## config.mk

```make
export PLATFORM = sky130hd
export DESIGN_NAME = sobel_conv_ctrl_flat
export DESIGN_NICKNAME = d
export VERILOG_FILES = /design/src/rtl/sobel_pkg.sv /design/src/rtl/sobel_conv_ctrl_if.sv /design/src/rtl/sobel_mac.sv /design/src/rtl/sobel_conv_ctrl.sv /design/src/flat_wrapper.sv
export SDC_FILE = /design/constraint.sdc
export NUM_CORES = 1
export LEC_CHECK = 0
export CORE_MARGIN = 10
export CORE_UTILIZATION = 66
export DETAILED_ROUTE_END_ITERATION = 10
export PLACE_DENSITY = 0.95
export SLEW_MARGIN = 20
export SYNTH_ARGS = -nofsm -noshare
export SYNTH_HDL_FRONTEND = slang
export SYNTH_SLANG_ARGS = --single-unit
```

## constraint.sdc

```tcl
create_clock -name clk -period 10.1 [get_ports clk]
set_input_delay 2.02 -clock clk [delete_from_list [all_inputs] [get_ports clk]]
set_output_delay 2.02 -clock clk [all_outputs]
set_load 0.01 [all_outputs]
```

## src/rtl/sobel_pkg.sv

```systemverilog
// rtl/sobel_pkg.sv - shared types, widths and helpers for the Sobel controller
package sobel_pkg;

    typedef enum logic [2:0] {
        IDLE,
        START,
        ACCUM,
        MAG,
        OUT
    } ctrl_state_t;

    localparam int ACC_W  = 13;
    localparam int PIX_W  = 4;
    localparam int COEF_W = 5;
    localparam int OUT_W  = 8;

    function automatic logic [ACC_W-1:0] abs_acc(input logic signed [ACC_W-1:0] v);
        return v[ACC_W-1] ? ACC_W'(-v) : ACC_W'(v);
    endfunction

endpackage

```

## src/rtl/sobel_conv_ctrl_if.sv

```systemverilog
// rtl/sobel_conv_ctrl_if.sv - window, select-block and output-pixel signals of the Sobel controller
interface sobel_conv_ctrl_if;
    import sobel_pkg::*;

    logic                     win_valid;
    logic                     win_ready;
    logic                     busy;
    logic                     calc_enable;
    logic signed [COEF_W-1:0] x_a;
    logic signed [COEF_W-1:0] x_b;
    logic                     x_done;
    logic signed [COEF_W-1:0] y_a;
    logic signed [COEF_W-1:0] y_b;
    logic                     y_done;
    logic [OUT_W-1:0]         pix_out;
    logic                     pix_valid;
    logic                     pix_ready;
    logic                     err;

    modport slave (
        input  win_valid, x_a, x_b, x_done, y_a, y_b, y_done, pix_ready,
        output win_ready, busy, calc_enable, pix_out, pix_valid, err
    );

    modport master (
        output win_valid, x_a, x_b, x_done, y_a, y_b, y_done, pix_ready,
        input  win_ready, busy, calc_enable, pix_out, pix_valid, err
    );

endinterface

```

## src/rtl/sobel_mac.sv

```systemverilog
// rtl/sobel_mac.sv - signed 5x5 multiply feeding a 13-bit accumulator with clear and enable
module sobel_mac
    import sobel_pkg::*;
(
    input  logic                     clk,
    input  logic                     n_rst,
    input  logic                     clr,
    input  logic                     en,
    input  logic signed [COEF_W-1:0] a,
    input  logic signed [COEF_W-1:0] b,
    output logic signed [ACC_W-1:0]  acc
);

    logic signed [2*COEF_W-1:0] prod;
    logic signed [ACC_W-1:0]    prod_ext;
    logic signed [ACC_W-1:0]    acc_d;
    logic signed [ACC_W-1:0]    acc_q;

    assign prod     = a * b;
    assign prod_ext = {{(ACC_W-2*COEF_W){prod[2*COEF_W-1]}}, prod};

    always_comb begin
        acc_d = acc_q;
        if (clr) begin
            acc_d = '0;
        end else if (en) begin
            acc_d = acc_q + prod_ext;
        end
    end

    always_ff @(posedge clk or negedge n_rst) begin
        if (!n_rst) begin
            acc_q <= '0;
        end else begin
            acc_q <= acc_d;
        end
    end

    assign acc = acc_q;

endmodule

```

## src/rtl/sobel_conv_ctrl.sv

```systemverilog
// rtl/sobel_conv_ctrl.sv - Sobel pass sequencer and |Gx|+|Gy| output stage
// EDGE_THRESH_EN: when defined, pix_out becomes a binary edge map against THRESH.
module sobel_conv_ctrl
    import sobel_pkg::*;
#(
    parameter int          SHIFT   = 2,
    parameter int          TIMEOUT = 15,
    parameter logic [7:0]  THRESH  = 8'd64
) (
    input  logic               clk,
    input  logic               n_rst,
    sobel_conv_ctrl_if.slave   bus
);

    ctrl_state_t state_q, state_d;
    logic [7:0]  timer_q, timer_d;
    logic        x_seen_q, x_seen_d;
    logic        y_seen_q, y_seen_d;
    logic [OUT_W-1:0] pix_q, pix_d;

    logic acc_clr, acc_en;
    logic win_ready, busy, calc_enable, pix_valid, err;
    logic signed [ACC_W-1:0] acc_x, acc_y;
    logic [ACC_W-1:0] mag_sum, mag;
    logic [OUT_W-1:0] mag_sat, pix_val;

    sobel_mac u_mac_x (
        .clk(clk), .n_rst(n_rst), .clr(acc_clr), .en(acc_en),
        .a(bus.x_a), .b(bus.x_b), .acc(acc_x)
    );

    sobel_mac u_mac_y (
        .clk(clk), .n_rst(n_rst), .clr(acc_clr), .en(acc_en),
        .a(bus.y_a), .b(bus.y_b), .acc(acc_y)
    );

    // Both magnitudes are bounded by 1440, so the 13-bit sum cannot wrap.
    assign mag_sum = abs_acc(acc_x) + abs_acc(acc_y);
    assign mag     = mag_sum >> SHIFT;
    assign mag_sat = (mag > ACC_W'(255)) ? 8'hFF : mag[OUT_W-1:0];

`ifdef EDGE_THRESH_EN
    assign pix_val = (mag_sat >= THRESH) ? 8'hFF : 8'h00;
`else
    logic unused_thresh;
    assign unused_thresh = ^THRESH;
    assign pix_val       = mag_sat;
`endif

    always_comb begin
        state_d     = state_q;
        timer_d     = timer_q;
        x_seen_d    = x_seen_q;
        y_seen_d    = y_seen_q;
        pix_d       = pix_q;
        acc_clr     = 1'b0;
        acc_en      = 1'b0;
        win_ready   = 1'b0;
        busy        = 1'b0;
        calc_enable = 1'b0;
        pix_valid   = 1'b0;
        err         = 1'b0;
        case (state_q)
            IDLE: begin
                win_ready = 1'b1;
                if (bus.win_valid) begin
                    state_d  = START;
                    acc_clr  = 1'b1;
                    timer_d  = '0;
                    x_seen_d = 1'b0;
                    y_seen_d = 1'b0;
                end
            end
            START: begin
                calc_enable = 1'b1;
                busy        = 1'b1;
                state_d     = ACCUM;
            end
            ACCUM: begin
                busy     = 1'b1;
                acc_en   = 1'b1;
                x_seen_d = x_seen_q | bus.x_done;
                y_seen_d = y_seen_q | bus.y_done;
                timer_d  = timer_q + 8'd1;
                if (x_seen_d && y_seen_d) begin
                    state_d = MAG;
                end else if (timer_d >= 8'(TIMEOUT)) begin
                    err     = 1'b1;
                    state_d = IDLE;
                end
            end
            MAG: begin
                busy    = 1'b1;
                pix_d   = pix_val;
                state_d = OUT;
            end
            OUT: begin
                pix_valid = 1'b1;
                if (bus.pix_ready) begin
                    state_d = IDLE;
                end
            end
            default: state_d = IDLE;
        endcase
    end

    always_ff @(posedge clk or negedge n_rst) begin
        if (!n_rst) begin
            state_q  <= IDLE;
            timer_q  <= '0;
            x_seen_q <= 1'b0;
            y_seen_q <= 1'b0;
            pix_q    <= '0;
        end else begin
            state_q  <= state_d;
            timer_q  <= timer_d;
            x_seen_q <= x_seen_d;
            y_seen_q <= y_seen_d;
            pix_q    <= pix_d;
        end
    end

    assign bus.win_ready   = win_ready;
    assign bus.busy        = busy;
    assign bus.calc_enable = calc_enable;
    assign bus.pix_valid   = pix_valid;
    assign bus.err         = err;
    assign bus.pix_out     = pix_q;

endmodule

```

## src/flat_wrapper.sv

```systemverilog
// flat-port wrapper written by rule: the top's interface ports become plain ports
module sobel_conv_ctrl_flat import sobel_pkg::*;
#(
    parameter int          SHIFT   = 2,
    parameter int          TIMEOUT = 15,
    parameter logic [7:0]  THRESH  = 8'd64
)
  (clk, n_rst, bus_win_valid, bus_x_a, bus_x_b, bus_x_done, bus_y_a, bus_y_b, bus_y_done, bus_pix_ready, bus_win_ready, bus_busy, bus_calc_enable, bus_pix_out, bus_pix_valid, bus_err);
  sobel_conv_ctrl_if bus_i ();
  input  logic clk;
  input  logic n_rst;
  input wire logic [$bits(bus_i.win_valid)-1:0] bus_win_valid;
  input wire logic [$bits(bus_i.x_a)-1:0] bus_x_a;
  input wire logic [$bits(bus_i.x_b)-1:0] bus_x_b;
  input wire logic [$bits(bus_i.x_done)-1:0] bus_x_done;
  input wire logic [$bits(bus_i.y_a)-1:0] bus_y_a;
  input wire logic [$bits(bus_i.y_b)-1:0] bus_y_b;
  input wire logic [$bits(bus_i.y_done)-1:0] bus_y_done;
  input wire logic [$bits(bus_i.pix_ready)-1:0] bus_pix_ready;
  output wire logic [$bits(bus_i.win_ready)-1:0] bus_win_ready;
  output wire logic [$bits(bus_i.busy)-1:0] bus_busy;
  output wire logic [$bits(bus_i.calc_enable)-1:0] bus_calc_enable;
  output wire logic [$bits(bus_i.pix_out)-1:0] bus_pix_out;
  output wire logic [$bits(bus_i.pix_valid)-1:0] bus_pix_valid;
  output wire logic [$bits(bus_i.err)-1:0] bus_err;
  assign bus_i.win_valid = bus_win_valid;
  assign bus_i.x_a = bus_x_a;
  assign bus_i.x_b = bus_x_b;
  assign bus_i.x_done = bus_x_done;
  assign bus_i.y_a = bus_y_a;
  assign bus_i.y_b = bus_y_b;
  assign bus_i.y_done = bus_y_done;
  assign bus_i.pix_ready = bus_pix_ready;
  assign bus_win_ready = bus_i.win_ready;
  assign bus_busy = bus_i.busy;
  assign bus_calc_enable = bus_i.calc_enable;
  assign bus_pix_out = bus_i.pix_out;
  assign bus_pix_valid = bus_i.pix_valid;
  assign bus_err = bus_i.err;
  sobel_conv_ctrl #(.SHIFT(SHIFT), .TIMEOUT(TIMEOUT), .THRESH(THRESH)) u_core (.clk(clk), .n_rst(n_rst), .bus(bus_i));
endmodule
```

==> metrics.md, run 1 <==
| Metric | Value |
|---|---|
| Hold Buf Count CTS | 0 |
| Most used cell along the critical path | fa_1 |
| Worst Path Buf+Inv | 4 |
| Tmin final | 6.827 ns |
| Slowest cell on the critical path | fa_1 |
| Vias | 4996 |
| Top delay family on crit path | adder cells |
| Max incr delay on CP | 0.58 ns |
| Post-cts sizing count | 0 |
| CTS tree | built |
| Worst Setup End Kind | register |
| Setup TNS | 0 ns |
| Worst Skew | 0.007442 ns |
| Initial antenna violation count | 0 |
| GRT Residual Overflow | 0 |
| DP Wirelength | 11160 µm |
| CP required | 10.34 ns |
| Cell-internal power | 1.195 mW |
| Place WS | 3.027 ns |
| Largest net degree at the start of global routing | 48 |
| CP Depth | 17 |
| Final Util | 0.7540 |
| Rows | 34 |
| Reg2reg path depth | 16 |
| Worst min-delay path category | register to register |
| Die Span X | 115.8 µm |
| Combinational share of power | 0.788 |
| Flops & latches, synth | 47 |
| Status | complete, no violations |
| Design area | 6640 µm² |
| Placed Instances | 789 |
| DR WL met3 | 1102 µm |
| EDFF count, synth | 0 |
| Proportion of layout cells with a drive suffix above 1 | 0.03483 |
| ANT nets after route | 0 |
| Highest clock rate | 0.1465 GHz |
| Peak supply drop | 0.2196 mV |
| Area grow syn2layout | 9.717% |
| IO Pins | 39 |
| Clock transition at path regs | 0.10 ns |
| Root Driver | clkbuf_8 |
| Hold Path Depth | 2 |
| Vias in the first global route | 5331 |
| Syn_nets | 822 |
| Antenna diodes | 0 |
| CP Cell Sequence | clkdlybuf4s50_1, nand2_1, fa_1, fa_1, inv_1, fa_1, inv_1, fa_1, inv_1, ha_1, a211oi_1, nor2_1, o31ai_1, a21oi_1, xnor2_1, or3_1, o21ai_1 |
| Maximum clock path buffer count | 2 |
| Least-Margin Pin Slew | 0.9644 ns |
| Die extent in y | 115.8 µm |
| DRC violations left | 0 |
| Multi-input gate area | 4462 µm² |
| CTS sink cnt | 47 |
| Buffers on Ports | 38 |
| Cell variety after synth | 53 |
| Core region area | 8806 µm² |
| Vias/cell | 6.269 |
| Sequential share of power | 0.142 |
| Final Non-Filler Cells | 797 |
| FF/Latch Area | 1176 µm² |
| Critical path class | input pin to register |
| Netlist Area Pre-Place | 6052 µm² |
| Sw power | 1.300 mW |
| Final Max Tran Viols | 0 |
| Max-cap violations | 0 |
| Initial drt markers | 503 |
| Syn. warnings | 0 |
| GPL Wtd Cong | 0.8753 |
| Area of placed instances | 6497 µm² |
| Worst-Skew Late Latency | 0.31 ns |
| Tot GR Track Use | 0.2312 |
| Met2 wire length | 7831 µm |
| Clock power share | 0.070 |
| DRT Pass-1 Iters | 6 |
| Crit path arrival time | 7.07 ns |
| DRT met1 WL | 5430 µm |
| Initial core utilization | 0.6873 |
| Slew HR | 0.3564 |
| Pwr dens | 375.7 nW/µm² |
| CTS Buf Count | 5 |
| Sequential share of the synthesized area | 0.1943 |
| CP Max Fanout | 8 |
| Setup violators final | 0 |
| CTS H-tree lvls | 2 |
| Post-synth top flop | dfrtp_1 |
| Avg WL per Cell | 18.56 µm |
| Async SR Flop Fraction | 1.000 |
| Postcts setup bufs | 0 |
| Final Routed Wirelength | 14800 µm |
| P_leak | 3.208 nW |
| Max layer used | met4 |
| FILL cells | 519 |
| Avg Cell Area, Syn | 9.184 µm² |
| Final Net Count | 851 |
| Switch share | 0.5210 |
| Pwr Total | 2.495 mW |
| Worst setup margin | 3.273 ns |
| Synthesized netlist cell count | 659 |
| Final period utilization | 0.6759 |
| WHS | 0.5100 ns |
| CP startpoint kind | input pin |
| Die area | 13400 µm² |
| Endpoints failing hold | 0 |
| Global-route wire length before repair | 25270 µm |
| RSZ-0062 raised after global routing | no |
cells by family after synthesis:
group | Yosys count | synth area share
simple gates | 178 | 0.1474
flops | 47 | 0.1943
xor+xnor | 53 | 0.07670
fa+ha+maj | 137 | 0.3676
compound gates | 136 | 0.1435
buf+inv | 107 | 0.06884
mux | 1 | 0.001654
layer usage:
layer	GRT usage	vias up
met5	0	-
met4	0.07673	0
met3	0.03411	48
met2	0.4255	246
met1	0.2686	2454
li1	-	2248
state kept, by name, summed over array words and instances, names as in the netlist:
| register | flops |
|---|---|
| u_core.y_seen_q | 1 |
| u_core.state_q | 3 |
| u_core.u_mac_x.acc | 13 |
| u_core.bus.pix_out | 8 |
| u_core.u_mac_y.acc | 13 |
| u_core.timer_q | 8 |
| u_core.x_seen_q | 1 |
power groups by stage:
stage	sequential (mW)	combinational, mW	clock [mW]
floorplan	0.322	1.46	0
global placement	0.345	1.73	0
detailed placement	0.350	1.87	0
CTS	0.349	1.93	0.173
global route	0.363	2.18	0.179
finish	0.354	1.97	0.175
final cells by class:
| cell class | instances | share of cell area |
|---|---|---|
| multi-input cells | 505 | 0.6719 |
| flip-flops and latches | 47 | 0.1771 |
| repair buffers | 40 | 0.05917 |
| inverters | 89 | 0.05031 |
| well taps | 108 | 0.02035 |
| clock inverters | 3 | 0.01074 |
| clock buffers | 5 | 0.01036 |
tightest hold or removal path, cell delays in order, from the launching register on:
cell and delay (ns):
dfrtp_1 0.36, a21oi_1 0.04, nor2_1 0.07
placed cells by master, fill, tap and decap left out, drive strengths merged, types with 8 or more instances in the layout:
cell	instances
xor2	14
o31ai	10
clkdlybuf4s50	37
dfrtp	47
inv	90
xnor2	39
a31oi	14
nand2	59
o21ai	31
or3	8
and2	36
nor2	38
ha	69
a21o	10
nand2b	8
a21oi	35
fa	68
o22ai	8
Yosys cell counts (10+ instances only):
| master | n | share of area |
|---|---|---|
| fa_1 | 68 | 0.22 |
| o21ai_1 | 22 | 0.018 |
| o31ai_1 | 10 | 0.012 |
| clkbuf_1 | 14 | 0.0087 |
| and2_1 | 36 | 0.037 |
| xor2_1 | 14 | 0.020 |
| ha_1 | 69 | 0.14 |
| a31oi_1 | 14 | 0.014 |
| a21oi_1 | 34 | 0.028 |
| inv_1 | 89 | 0.055 |
| dfrtp_1 | 47 | 0.19 |
| xnor2_1 | 39 | 0.056 |
| nand2_1 | 59 | 0.037 |
| nor2_1 | 38 | 0.024 |
worst paths after layout:
check | from | slack (ns) | endpoint
max | bus_y_a[4] | 3.27 | u_core.u_mac_y.acc[12]
min | u_core.x_seen_q | 0.51 | u_core.x_seen_q
max reg2reg | u_core.u_mac_y.acc[5] | 5.55 | u_core.u_mac_y.acc[12]
min reg2reg | u_core.x_seen_q | 0.51 | u_core.x_seen_q
max in group asynchronous | n_rst | 7.97 | u_core.u_mac_x.acc[10]
min in group asynchronous | n_rst | 1.70 | u_core.timer_q[4]
No activity file was read; power rests on OpenSTA's default activity.
==> run 2: changes to the inputs <==
--- a/config.mk
+++ b/config.mk
@@ -6,9 +6,9 @@
 export NUM_CORES = 1
 export LEC_CHECK = 0
 export CORE_MARGIN = 10
-export CORE_UTILIZATION = 66
+export CORE_UTILIZATION = 56
 export DETAILED_ROUTE_END_ITERATION = 10
-export PLACE_DENSITY = 0.95
+export PLACE_DENSITY = 0.87
 export SLEW_MARGIN = 20
 export SYNTH_ARGS = -nofsm -noshare
 export SYNTH_HDL_FRONTEND = slang
==> constraint.sdc (replaced) <==
create_clock -name clk -period 6.1 [get_ports clk]
set_input_delay 1.22 -clock clk [delete_from_list [all_inputs] [get_ports clk]]
set_output_delay 1.22 -clock clk [all_outputs]
set_load 0.01 [all_outputs]
==> run 2 against run 1 <==
Power grew 57%. Register-to-register slack lost 3.9 ns. Utilization shrank 11 points. Sequential power grew 65%. First-iteration DRC count shrank 41%. Setup slack lost 2.9 ns.
==> metrics.md, run 2 (same netlist as run 1, synthesis figures left out) <==
| Metric | Value |
|---|---|
| Vias/cell | 5.751 (-8.3%) |
| Final Routed Wirelength | 12890 µm (-13%) |
| Status | complete, no violations |
| Pwr dens | 587.7 nW/µm² (+56%) |
| GRT Residual Overflow | 0 (unchanged) |
| P_leak | 3.217 nW (+0.28%) |
| Global-route wire length before repair | 22490 µm (-11%) |
| Setup violators final | 0 (unchanged) |
| Core region area | 10420 µm² (+18%) |
| Worst-Skew Late Latency | 0.31 ns (about the same) |
| Max-cap violations | 0 (unchanged) |
| Endpoints failing hold | 0 (unchanged) |
| Buffers on Ports | 38 (unchanged) |
| Tmin final | 5.754 ns |
| DRC violations left | 0 (unchanged) |
| Vias in the first global route | 4879 (-8.5%) |
| CP required | 6.29 ns (-4.05 ns) |
| CTS H-tree lvls | 2 (unchanged) |
| DP Wirelength | 10560 µm (-5.4%) |
| Least-Margin Pin Slew | 1.047 ns (+0.08255 ns) |
| Post-cts sizing count | 0 (unchanged) |
| Postcts setup bufs | 0 (unchanged) |
| Clock transition at path regs | 0.10 ns (about the same) |
| CP startpoint kind | input pin |
| CTS Buf Count | 5 (unchanged) |
| Pwr Total | 3.928 mW (+57%) |
| Crit path arrival time | 5.94 ns (-1.13 ns) |
| CTS sink cnt | 47 (unchanged) |
| Proportion of layout cells with a drive suffix above 1 | 0.04035 (+0.005513) |
| Maximum clock path buffer count | 2 (unchanged) |
| Vias | 4773 (-4.5%) |
| Critical path class | input pin to register |
| Root Driver | clkbuf_8 |
| Antenna diodes | 0 (unchanged) |
| Worst Setup End Kind | register |
| Die area | 15360 µm² (+15%) |
| Setup TNS | 0 ns (unchanged) |
| Multi-input gate area | 4459 µm² (about the same) |
| Area grow syn2layout | 10.42% |
| Initial antenna violation count | 0 (unchanged) |
| Slew HR | 0.3020 (-0.05434) |
| Tot GR Track Use | 0.1763 (-0.05488) |
| Die extent in y | 124.0 µm (+7.1%) |
| Initial core utilization | 0.5810 (-0.1062) |
| Largest net degree at the start of global routing | 48 (unchanged) |
| Worst Skew | 0.01107 ns (+0.003629 ns) |
| Highest clock rate | 0.1738 GHz |
| DRT Pass-1 Iters | 5 (-1) |
| Final Net Count | 856 (+0.59%) |
| FILL cells | 793 (+53%) |
| GPL Wtd Cong | 0.8754 (about the same) |
| Final Max Tran Viols | 0 (unchanged) |
| Most common cell after layout, fill and taps aside | inv_1 |
| Die Span X | 124.0 µm (+7.1%) |
| Hold Buf Count CTS | 0 (unchanged) |
| Initial drt markers | 296 (-41%) |
| Commonest non-fill, non-tap cells in the layout | 89 x inv_1, 69 x ha_1, 68 x fa_1, 59 x nand2_1, 47 x dfrtp_1 |
| Worst min-delay path category | register to register |
| ANT nets after route | 0 (unchanged) |
| RSZ-0062 raised after global routing | no |
| Rows | 37 (+8.8%) |
| CP Max Fanout | 5 (-3) |
| FF/Latch Area | 1176 µm² (unchanged) |
| IO Pins | 39 (unchanged) |
| Peak supply drop | 0.3295 mV (+50%) |
| Final period utilization | 0.9434 |
| Worst setup margin | 0.3455 ns (-2.928 ns) |
| Avg WL per Cell | 15.53 µm (-16%) |
| Place WS | 0.03034 ns (-2.996 ns) |
| CTS tree | built |
==> run 2: cell type report <==
class	count	share of cell area
Clock buffer	5	0.01030
Inverter	89	0.04999
Timing Repair Buffer	45	0.06441
Clock inverter	3	0.006553
Sequential cell	47	0.1760
Tap cell	136	0.02546
Multi-Input combinational cell	505	0.6673
==> run 2: power by group <==
part	total (mW)	internal (mW)	switching (mW)
Combinational	3.11	1.38	1.73
Clock	0.238	0.122	0.115
Sequential	0.585	0.424	0.161
==> run 2: layer usage <==
| layer | track usage | vias to the layer above | part of all wire |
|---|---|---|---|
| met5 | 0 | - | 0 |
| met4 | 0.04676 | 0 | 0.017 |
| met3 | 0.02353 | 22 | 0.050 |
| met2 | 0.3162 | 128 | 0.52 |
| met1 | 0.2179 | 2363 | 0.42 |
| li1 | - | 2260 | - |
==> run 2: final timing paths <==
| kind | from | endpoint | slack (ns) | cells past startpoint |
|---|---|---|---|---|
| max in group asynchronous | n_rst | u_core.u_mac_x.acc[2] | 4.79 | 1 |
| setup / recovery | bus_x_a[0] | u_core.u_mac_x.acc[11] | 0.35 | 17 |
| hold reg to reg | u_core.timer_q[6] | u_core.timer_q[6] | 0.50 | 1 |
| hold / removal | u_core.timer_q[6] | u_core.timer_q[6] | 0.50 | 1 |
| setup reg to reg | u_core.u_mac_y.acc[5] | u_core.u_mac_y.acc[12] | 1.64 | 16 |
| min in group asynchronous | n_rst | u_core.timer_q[3] | 0.91 | 1 |
==> run 2: critical path, cell delays in order <==
cell and delay, ns:
clkdlybuf4s50_1 0.47, nand2b_1 0.21, fa_1 0.51, fa_1 0.54, inv_1 0.05, fa_1 0.53
inv_1 0.06, fa_1 0.50, inv_1 0.07, fa_1 0.45, a21o_1 0.19, a21oi_1 0.21
o21bai_1 0.13, a211o_1 0.31, a31oi_1 0.22, xor2_1 0.20, o21ai_1 0.08
==> run 2: per-stage QoR <==
step	cell area, µm²	util	cells	hold WS [ns]
2_1_floorplan	6052	-	659	0.4546
3_3_place_gp	6568	0.6305	822	0.4724
3_5_place_dp	6568	0.6305	822	0.4832
4_1_cts	6680	0.6413	830	0.4982
5_1_grt	6683	0.6416	830	0.5157
6_report	6683	0.6416	830	0.4962
==> run 3: changes to the inputs <==
--- a/config.mk
+++ b/config.mk
@@ -9,6 +9,7 @@
 export CORE_UTILIZATION = 56
 export DETAILED_ROUTE_END_ITERATION = 10
 export PLACE_DENSITY = 0.87
+export REMOVE_ABC_BUFFERS = 1
 export SLEW_MARGIN = 20
 export SYNTH_ARGS = -nofsm -noshare
 export SYNTH_HDL_FRONTEND = slang
==> run 3 against run 2 <==
Cell count unchanged. Sequential share of layout area about the same. Combinational power hardly changed. Sequential cell count unchanged. First-iteration DRC count increased by 20%. Wire length up 1.7%. Cell area down 0.21%. Critical path type unchanged. Largest cell class unchanged.
==> metrics.md, run 3 (same netlist as run 1, synthesis figures left out) <==
| Metric | Value |
|---|---|
| Status | complete, no violations |
| Final Net Count | 856 (unchanged) |
| Vias/cell | 5.770 (+0.34%) |
| Worst-Skew Late Latency | 0.31 ns (about the same) |
| Switch share | 0.5126 (+0.002586) |
| Proportion of layout cells with a drive suffix above 1 | 0.04035 (unchanged) |
| Tmin final | 5.724 ns (-0.03030 ns) |
| Crit path arrival time | 5.90 ns (-0.04 ns) |
| IO Pins | 39 (unchanged) |
| P_leak | 3.207 nW (-0.30%) |
| Worst Path Buf+Inv | 4 (unchanged) |
| Most used cell along the critical path | fa_1 |
| Max incr delay on CP | 0.55 ns (about the same) |
| Initial antenna violation count | 0 (unchanged) |
| Worst Setup End Kind | register |
| Die Span X | 124.0 µm (unchanged) |
| Area of placed instances | 6568 µm² (unchanged) |
| Sw power | 1.985 mW (-0.91%) |
| Largest net degree at the start of global routing | 48 (unchanged) |
| Peak supply drop | 0.2768 mV (-16%) |
| Design area | 6669 µm² (-0.21%) |
| Slew HR | 0.3258 (+0.02371) |
| Critical path class | input pin to register |
| Area grow syn2layout | 10.19% |
| Commonest non-fill, non-tap cells in the layout | 89 x inv_1, 69 x ha_1, 68 x fa_1, 59 x nand2_1, 47 x dfrtp_1 |
| Max-cap violations | 0 (unchanged) |
| CP Max Fanout | 5 (unchanged) |
| RSZ-0062 raised after global routing | no |
| Most common cell after layout, fill and taps aside | inv_1 |
| Top delay family on crit path | adder cells |
| Worst min-delay path category | register to register |
| Placed Instances | 822 (unchanged) |
| CTS H-tree lvls | 2 (unchanged) |
| Initial drt markers | 354 (+20%) |
| CP Cell Sequence | clkdlybuf4s50_1, nand2b_1, fa_1, fa_1, inv_1, fa_1, inv_1, fa_1, inv_1, fa_1, a21o_1, a21oi_1, o21bai_1, a211o_1, a31oi_1, xor2_1, o21ai_1 |
| Buffers on Ports | 38 (unchanged) |
| Final period utilization | 0.9384 (-0.004967) |
| Global-route wire length before repair | 22280 µm (-0.92%) |
| Core region area | 10420 µm² (unchanged) |
| Initial core utilization | 0.5810 (unchanged) |
| CTS Buf Count | 5 (unchanged) |
| CTS tree | built |
| Die area | 15360 µm² (unchanged) |
| CTS sink cnt | 47 (unchanged) |
| DRC violations left | 0 (unchanged) |
| Die extent in y | 124.0 µm (unchanged) |
| Maximum clock path buffer count | 2 (unchanged) |
| Highest clock rate | 0.1747 GHz (+0.53%) |
| Root Driver | clkbuf_8 |
| Pwr dens | 580.6 nW/µm² (-1.2%) |
| Avg WL per Cell | 15.80 µm (+1.7%) |
| Final Non-Filler Cells | 830 (unchanged) |
| DP Wirelength | 10630 µm (+0.70%) |
| Least-Margin Pin Slew | 1.011 ns (-0.03557 ns) |
| Postcts setup bufs | 0 (unchanged) |
| Final Routed Wirelength | 13110 µm (+1.7%) |
| Cell-internal power | 1.887 mW (-1.9%) |
| Rows | 37 (unchanged) |
| Combinational share of power | 0.798 (+0.007) |
| Final Max Tran Viols | 0 (unchanged) |
| Setup TNS | 0 ns (unchanged) |
| GRT Residual Overflow | 0 (unchanged) |
| ANT nets after route | 0 (unchanged) |
| Tot GR Track Use | 0.1749 (-0.001334) |
| Post-cts sizing count | 0 (unchanged) |
| Endpoints failing hold | 0 (unchanged) |
| Setup violators final | 0 (unchanged) |
| Worst Skew | 0.01147 ns (+0.0004005 ns) |
| Vias in the first global route | 4934 (+1.1%) |
| CP startpoint kind | input pin |
| DRT Pass-1 Iters | 5 (unchanged) |
| Vias | 4789 (+0.34%) |
| Antenna diodes | 0 (unchanged) |
| Clock transition at path regs | 0.10 ns (about the same) |
| Sequential share of power | 0.149 (about the same) |
| Clock power share | 0.052 (-0.009) |
| CP required | 6.28 ns (about the same) |
| Slowest cell on the critical path | fa_1 |
| Hold Buf Count CTS | 0 (unchanged) |
| GPL Wtd Cong | 0.8674 (-0.91%) |
[run 3: cell count changes in the layout (fill, tap and decap cells not counted), sizes merged]
cell | previous run | this run
bufinv | 1 | 0
clkbuf | 5 | 6
clkinv | 2 | 1
clkinvlp | 0 | 1
[run 3: final timing paths]
kind | from | end | slack [ns] | cells past startpoint
max in group asynchronous | n_rst | u_core.bus.pix_out[6] | 4.76 | 1
min in group asynchronous | n_rst | u_core.timer_q[3] | 0.91 | 1
max | bus_y_a[0] | u_core.u_mac_y.acc[11] | 0.38 | 17
min | u_core.timer_q[7] | u_core.timer_q[7] | 0.51 | 1
min reg2reg | u_core.timer_q[7] | u_core.timer_q[7] | 0.51 | 1
max reg2reg | u_core.u_mac_y.acc[5] | u_core.u_mac_y.acc[12] | 1.79 | 16
[run 3: layout make-up]
class / instances / area [µm²]
Multi-Input combinational cell: 505 / 4459
Fill cell: 810 / 3747
Sequential cell: 47 / 1176
Timing Repair Buffer: 45 / 430.4
Inverter: 89 / 334.1
Tap cell: 136 / 170.2
Clock buffer: 6 / 82.58
Clock inverter: 2 / 16.27
[run 3: power groups by stage]
stage | combinational, mW | sequential, mW | clock (mW)
2_1_floorplan | 2.37 | 0.545 | 0
3_5_place_dp | 3.04 | 0.578 | 0
5_1_grt | 3.48 | 0.592 | 0.217
4_1_cts | 3.08 | 0.573 | 0.206
6_report | 3.09 | 0.578 | 0.203
3_3_place_gp | 2.87 | 0.569 | 0
[run 3: routing by layer]
metal | part of all wire | global-route usage
met4 | 0.016 | 0.04101
met3 | 0.041 | 0.01900
met2 | 0.52 | 0.3106
met1 | 0.42 | 0.2237
met5 | 0 | 0
[run 3: through the flow]
| stage | setup WS (ns) | util | total power, mW | hold slack [ns] |
|---|---|---|---|---|
| 6_report | 0.3758 | 0.6402 | 3.872 | 0.5081 |
| 5_1_grt | 0.07065 | 0.6402 | 4.286 | 0.5330 |
| 4_1_cts | 0.3756 | 0.6400 | 3.858 | 0.5034 |
| 3_5_place_dp | 0.07283 | 0.6305 | 3.619 | 0.4873 |
| 3_3_place_gp | 0.1898 | 0.6305 | 3.439 | 0.4706 |
| 2_1_floorplan | 0.7446 | - | 2.912 | 0.4546 |
